===== config.mk =====
export PLATFORM = sky130hd
export DESIGN_NAME = aes_key_sched_ctrl_flat
export DESIGN_NICKNAME = d
export VERILOG_FILES = /design/src/rtl/aes_key_sched_ctrl_if.sv /design/src/rtl/aes_key_sched_ctrl.sv /design/src/flat_wrapper.sv
export SDC_FILE = /design/constraint.sdc
export NUM_CORES = 2
export LEC_CHECK = 0
export ABC_AREA = 1
export CELL_PAD_IN_SITES_DETAIL_PLACEMENT = 1
export CELL_PAD_IN_SITES_GLOBAL_PLACEMENT = 1
export CORE_MARGIN = 10
export CORE_UTILIZATION = 35
export CTS_CLUSTER_SIZE = 30
export DETAILED_ROUTE_END_ITERATION = 8
export PLACE_DENSITY_LB_ADDON = 0.1
export SYNTH_ARGS = -nofsm -noshare
export SYNTH_HDL_FRONTEND = slang
export SYNTH_SLANG_ARGS = --single-unit
export TNS_END_PERCENT = 10

===== constraint.sdc =====
create_clock -name clk -period 2.1 [get_ports clk]
set_input_delay 0.63 -clock clk [delete_from_list [all_inputs] [get_ports clk]]
set_output_delay 0.63 -clock clk [all_outputs]
set_load 0.03 [all_outputs]

===== src/rtl/aes_key_sched_ctrl_if.sv =====
// Handshake and data bundle between the key-load side, the round-key step unit
// and the cipher round controller. The key-schedule sequencer connects as slave.
interface aes_key_sched_ctrl_if #(
  parameter int unsigned KW = 128
);
  logic          start;
  logic          abort;
  logic [KW-1:0] cipher_key;
  logic [KW-1:0] step_key_in;
  logic [6:0]    step_round;
  logic          step_ldkey;
  logic [KW-1:0] step_key_out;
  logic [3:0]    rk_rd_addr;
  logic [KW-1:0] rk_rd_data;
  logic          busy;
  logic          done;
  logic          keys_valid;

  modport slave (
    input  start, abort, cipher_key, step_key_out, rk_rd_addr,
    output step_key_in, step_round, step_ldkey, rk_rd_data, busy, done, keys_valid
  );

  modport master (
    output start, abort, cipher_key, step_key_out, rk_rd_addr,
    input  step_key_in, step_round, step_ldkey, rk_rd_data, busy, done, keys_valid
  );
endinterface


===== src/rtl/aes_key_sched_ctrl.sv =====
// AES-128 key-schedule sequencer. Feeds the external combinational step unit
// with the previous round key and round number, captures each generated round
// key into an 11-entry store, and serves registered reads of that store.
module aes_key_sched_ctrl #(
  parameter int unsigned NR = 10,
  parameter int unsigned KW = 128
) (
  input  logic                  clk,
  input  logic                  rst_n,
  aes_key_sched_ctrl_if.slave   bus
);

  localparam logic [3:0] LastRound = 4'(NR);

  typedef enum logic [1:0] {
    StIdle   = 2'd0,
    StExpand = 2'd1,
    StDone   = 2'd2
  } state_e;

  state_e        state_q, state_d;
  logic [3:0]    round_q, round_d;
  logic [KW-1:0] cur_key_q, cur_key_d;
  logic [KW-1:0] store_q [0:NR];
  logic [KW-1:0] store_d [0:NR];
  logic [KW-1:0] rd_data_q, rd_data_d;
  logic          done_q, done_d;
  logic          keys_valid_q, keys_valid_d;

  logic expanding;
  assign expanding = (state_q == StExpand);

  // State and datapath registers; everything clears on reset.
  always_ff @(posedge clk or negedge rst_n) begin
    if (!rst_n) begin
      state_q      <= StIdle;
      round_q      <= '0;
      cur_key_q    <= '0;
      rd_data_q    <= '0;
      done_q       <= 1'b0;
      keys_valid_q <= 1'b0;
      for (int unsigned i = 0; i <= NR; i++) begin
        store_q[i] <= '0;
      end
    end else begin
      state_q      <= state_d;
      round_q      <= round_d;
      cur_key_q    <= cur_key_d;
      rd_data_q    <= rd_data_d;
      done_q       <= done_d;
      keys_valid_q <= keys_valid_d;
      for (int unsigned i = 0; i <= NR; i++) begin
        store_q[i] <= store_d[i];
      end
    end
  end

  // Next-state: load on start, step through rounds 1..NR, abort overrides all.
  always_comb begin
    state_d      = state_q;
    round_d      = round_q;
    cur_key_d    = cur_key_q;
    store_d      = store_q;
    done_d       = 1'b0;
    keys_valid_d = keys_valid_q;

    unique case (state_q)
      StIdle, StDone: begin
        if (bus.start) begin
          store_d[0]   = bus.cipher_key;
          cur_key_d    = bus.cipher_key;
          round_d      = 4'd1;
          keys_valid_d = 1'b0;
          state_d      = StExpand;
        end
      end
      StExpand: begin
        // start is ignored here so a running schedule is never disturbed.
        store_d[round_q] = bus.step_key_out;
        cur_key_d        = bus.step_key_out;
        if (round_q == LastRound) begin
          state_d      = StDone;
          done_d       = 1'b1;
          keys_valid_d = 1'b1;
          round_d      = '0;
        end else begin
          round_d = round_q + 4'd1;
        end
      end
      default: begin
        state_d = StIdle;
        round_d = '0;
      end
    endcase

    // Abort leaves store contents untouched but marks them invalid.
    if (bus.abort) begin
      state_d      = StIdle;
      round_d      = '0;
      cur_key_d    = cur_key_q;
      store_d      = store_q;
      done_d       = 1'b0;
      keys_valid_d = 1'b0;
    end
  end

  // Read port: old store contents (no write bypass), zero beyond the last entry.
  always_comb begin
    rd_data_d = '0;
    if (bus.rk_rd_addr <= LastRound) begin
      rd_data_d = store_q[bus.rk_rd_addr];
    end
  end

  // Step-unit drive and status outputs, all straight from registers.
  always_comb begin
    bus.step_key_in = cur_key_q;
    bus.step_round  = expanding ? {3'b000, round_q} : 7'd0;
    bus.step_ldkey  = expanding;
    bus.busy        = expanding;
    bus.done        = done_q;
    bus.keys_valid  = keys_valid_q;
    bus.rk_rd_data  = rd_data_q;
  end

endmodule


===== src/flat_wrapper.sv =====
// flat-port wrapper written by rule: the top's interface ports become plain ports
module aes_key_sched_ctrl_flat 
#(
  parameter int unsigned NR = 10,
  parameter int unsigned KW = 128
)
  (clk, rst_n, bus_start, bus_abort, bus_cipher_key, bus_step_key_out, bus_rk_rd_addr, bus_step_key_in, bus_step_round, bus_step_ldkey, bus_rk_rd_data, bus_busy, bus_done, bus_keys_valid);
  aes_key_sched_ctrl_if #(.KW(KW)) bus_i ();
  input  logic clk;
  input  logic rst_n;
  input wire logic [$bits(bus_i.start)-1:0] bus_start;
  input wire logic [$bits(bus_i.abort)-1:0] bus_abort;
  input wire logic [$bits(bus_i.cipher_key)-1:0] bus_cipher_key;
  input wire logic [$bits(bus_i.step_key_out)-1:0] bus_step_key_out;
  input wire logic [$bits(bus_i.rk_rd_addr)-1:0] bus_rk_rd_addr;
  output wire logic [$bits(bus_i.step_key_in)-1:0] bus_step_key_in;
  output wire logic [$bits(bus_i.step_round)-1:0] bus_step_round;
  output wire logic [$bits(bus_i.step_ldkey)-1:0] bus_step_ldkey;
  output wire logic [$bits(bus_i.rk_rd_data)-1:0] bus_rk_rd_data;
  output wire logic [$bits(bus_i.busy)-1:0] bus_busy;
  output wire logic [$bits(bus_i.done)-1:0] bus_done;
  output wire logic [$bits(bus_i.keys_valid)-1:0] bus_keys_valid;
  assign bus_i.start = bus_start;
  assign bus_i.abort = bus_abort;
  assign bus_i.cipher_key = bus_cipher_key;
  assign bus_i.step_key_out = bus_step_key_out;
  assign bus_i.rk_rd_addr = bus_rk_rd_addr;
  assign bus_step_key_in = bus_i.step_key_in;
  assign bus_step_round = bus_i.step_round;
  assign bus_step_ldkey = bus_i.step_ldkey;
  assign bus_rk_rd_data = bus_i.rk_rd_data;
  assign bus_busy = bus_i.busy;
  assign bus_done = bus_i.done;
  assign bus_keys_valid = bus_i.keys_valid;
  aes_key_sched_ctrl #(.NR(NR), .KW(KW)) u_core (.clk(clk), .rst_n(rst_n), .bus(bus_i));
endmodule

==> flow_summary.ini <==
[clocking]
cts_made_buffers = 192
clk_latency_ns = 0.84
htree_levels = 4
cts.sinks = 1672
root_buffer = clkbuf_16
cts.clk_slew.worst_paths_ns = 0.06
cts_tree = built
clockBufferDepth = 3

[detailed_routing]
drtIter0Drc = 4384
postRouteAntennaNets = 0
wirelength_mm = 279
num_vias = 67400
routed_via_density = 5.09
remaining_drc_errors = 0
wl_per_cell_um = 21.1
dr.pass1.iters = 5

[floorplan]
coreArea_sq_um = 215000
die_h_um = 486
fp.dieW_um = 486
row_count = 170
initial_core_util = 0.353
io-pin-count = 531
dieArea_sq_um = 236000

[global_routing]
grt_max_degree = 108
grt_pass1_wl_mm = 439
antenna_found_initial = 6
overflow = 0
grt_usage = 0.234
grt_pass1_vias = 71900

[cells_and_area]
instances_no_fill = 13200
final_cell_area_sq_um = 96400
mostFrequentLayoutCells = 3,554 x nand2_1, 1,669 x dfrtp_1, 1,544 x o21ai_0, 792 x nand3_1, 648 x inv_1
synthToLayoutAreaGrowth_pct = 27.0
fill_cells = 25300
multi_input_area_sq_um = 28500
nNetsFinal = 10500
regArea_sq_um = 41800
drive_gt1_frac = 0.120
layout_commonest_cell = nand2_1

[pwr]
power_mw = 86.9
p_per_area_nw_per_um2 = 902
sequentialPowerShare = 0.436
switching_share = 0.294
p_leak_nw = 46.3
intPower_mw = 61.4
max-vdd-ir-drop_mv = 0.870
power_switching_mw = 25.6
power_frac_comb = 0.169
p_clk_frac = 0.395

[setup_path]
cp-endpoint = bus_step_round[2]
r2r-end = u_core.store_q[1210]
cp.required_ns = 1.47
crit_path_start_kind = register
crit_fanout = 6
cp-startpoint = u_core.state_q[1]
worstRegToRegCells = 10
cp-end-kind = output pin
rrSetupSlack_ns = 0.13
r2r_start = u_core.state_q[1]
worstSetupPathType = register to output pin
critPathArrivalTime_ns = 1.78

[timing]
max_freq_mhz = 414
relSlewSlack = 0.531
fin_crit_sh = 1.15
final-max-slew-violation-count = 0
rsz0062_at_grt = yes
fin_ws_ns = -0.314
min_period_ns = 2.41
skew_ns = 0.0288
setup_violations = 217
worstMarginPinSlew_ns = 0.704
finalHoldViolCount = 0
finalSetupTns_ns = -7.64
holdWs_ns = 0.329

[synthesis]
yosys.area.top_type = dfrtp_1
synth_cell_types = 25
syn_area_sq_um = 75900
syn_area_per_cell_sq_um = 7.83
synth_seq_cells = 1672
syn_inst = 9684
synth_warnings = 0
synth_top_cell_area_share = 0.551
synth-seq-area-share = 0.551
synth.top_cells.by_area = dfrtp_1 55%, nand2_1 18%, o21ai_0 10%

[placed_design]
globalplace.congestion = 0.791
placed_area_sq_um = 89500
dp.cells = 12900
io_buffers = 527
hpwlAfterDp_mm = 190

[run]
drv_cap = 0

[status]
violations = setup timing
status = complete, but fails checks

[min_path]
hp-class = input port to register
==> power by group through the flow <==
stage | Combinational, mW | Clock (mW) | Sequential (mW)
floorplan | 6.52 | 0 | 39.2
global placement | 14.6 | 0 | 38.2
detailed placement | 15.0 | 0 | 38.4
CTS | 14.9 | 35.3 | 37.9
global route | 16.5 | 36.6 | 38.3
finish | 14.7 | 34.4 | 37.9
==> layer usage <==
layer | track usage | up-vias | share of wire
met4 | 0.0504 | 0 | 0.018
li1 | - | 31800 | -
met5 | 0 | - | 0
met3 | 0.0302 | 325 | 0.039
met1 | 0.332 | 34100 | 0.48
met2 | 0.380 | 1183 | 0.46
==> logic make-up (layout without fill, tap and decap cells) <==
family / Yosys count / count (layout) / synth area share
flip-flops: 1672 / 1672 / 0.551
AND/OR/NAND/NOR: 4773 / 4773 / 0.252
buffers and inverters: 1461 / 2178 / 0.0753
AO/OA/AOI/OAI: 1777 / 1777 / 0.121
other: 1 / 6 / 0.0000494
==> final cells by class <==
class | count | share of cell area
antenna | 3 | 0.0000779
clock buffer | 305 | 0.0612
clock inverter | 45 | 0.00566
inverter | 655 | 0.0258
multi-input combinational | 6553 | 0.296
sequential | 1672 | 0.434
tap | 2838 | 0.0368
timing repair buffer | 1173 | 0.140
==> sequential cells by signal, summed over array words and instances, names as in the netlist <==
register and flops:
u_core.bus.step_key_in 128, u_core.store_q 1408, u_core.bus.keys_valid 1, u_core.bus.rk_rd_data 128, u_core.round_q 4, u_core.state_q 2
u_core.bus.done 1
==> critical path, stage by stage (launching register included) <==
cell and delay (ns):
dfrtp_1 0.40, inv_2 0.11, nand2_8 0.08, buf_12 0.14, nor2_4 0.08, buf_6 0.14
==> stage by stage <==
| stage | setup WS (ns) | utilization |
|---|---|---|
| 2_1_floorplan | 0.156 | - |
| 3_3_place_gp | -0.501 | 0.416 |
| 3_5_place_dp | -0.474 | 0.416 |
| 4_1_cts | -0.378 | 0.448 |
| 5_1_grt | -0.380 | 0.448 |
| 6_report | -0.314 | 0.448 |
==> synth_stat cells, drive strengths merged <==
library cell / count
inv: 654
nand4: 2
o21ai: 1668
clkbuf: 573
nor2: 356
conb: 1
o22ai: 1
nand2: 3565
a211oi: 1
nand3: 797
buf: 233
nand3b: 53
dfrtp: 1672
clkinv: 1
o211ai: 107
==> how the worst min path moves through the flow <==
stage / start / end / cells past startpoint
6_report: bus_rk_rd_addr[0] / u_core.bus.rk_rd_data[48] / 5
5_1_grt: bus_rk_rd_addr[0] / u_core.bus.rk_rd_data[48] / 5
4_1_cts: bus_rk_rd_addr[0] / u_core.bus.rk_rd_data[48] / 5
3_5_place_dp: u_core.store_q[1345] / u_core.store_q[1345] / 2
3_3_place_gp: u_core.store_q[1357] / u_core.store_q[1357] / 2
2_1_floorplan: rst_n / u_core.bus.done / 0
==> timing repair <==
action / CTS / global route
buffers inserted: 8 / 2
resized for setup: 871 / 82
hold buffers: 1 / 0
setup endpoints to repair: 264 / 247
pin swaps: 0 / 0
gates cloned: 1 / 0
hold endpoints to repair: 95 / 0
Note: power is estimated with default switching activity, not from simulation.
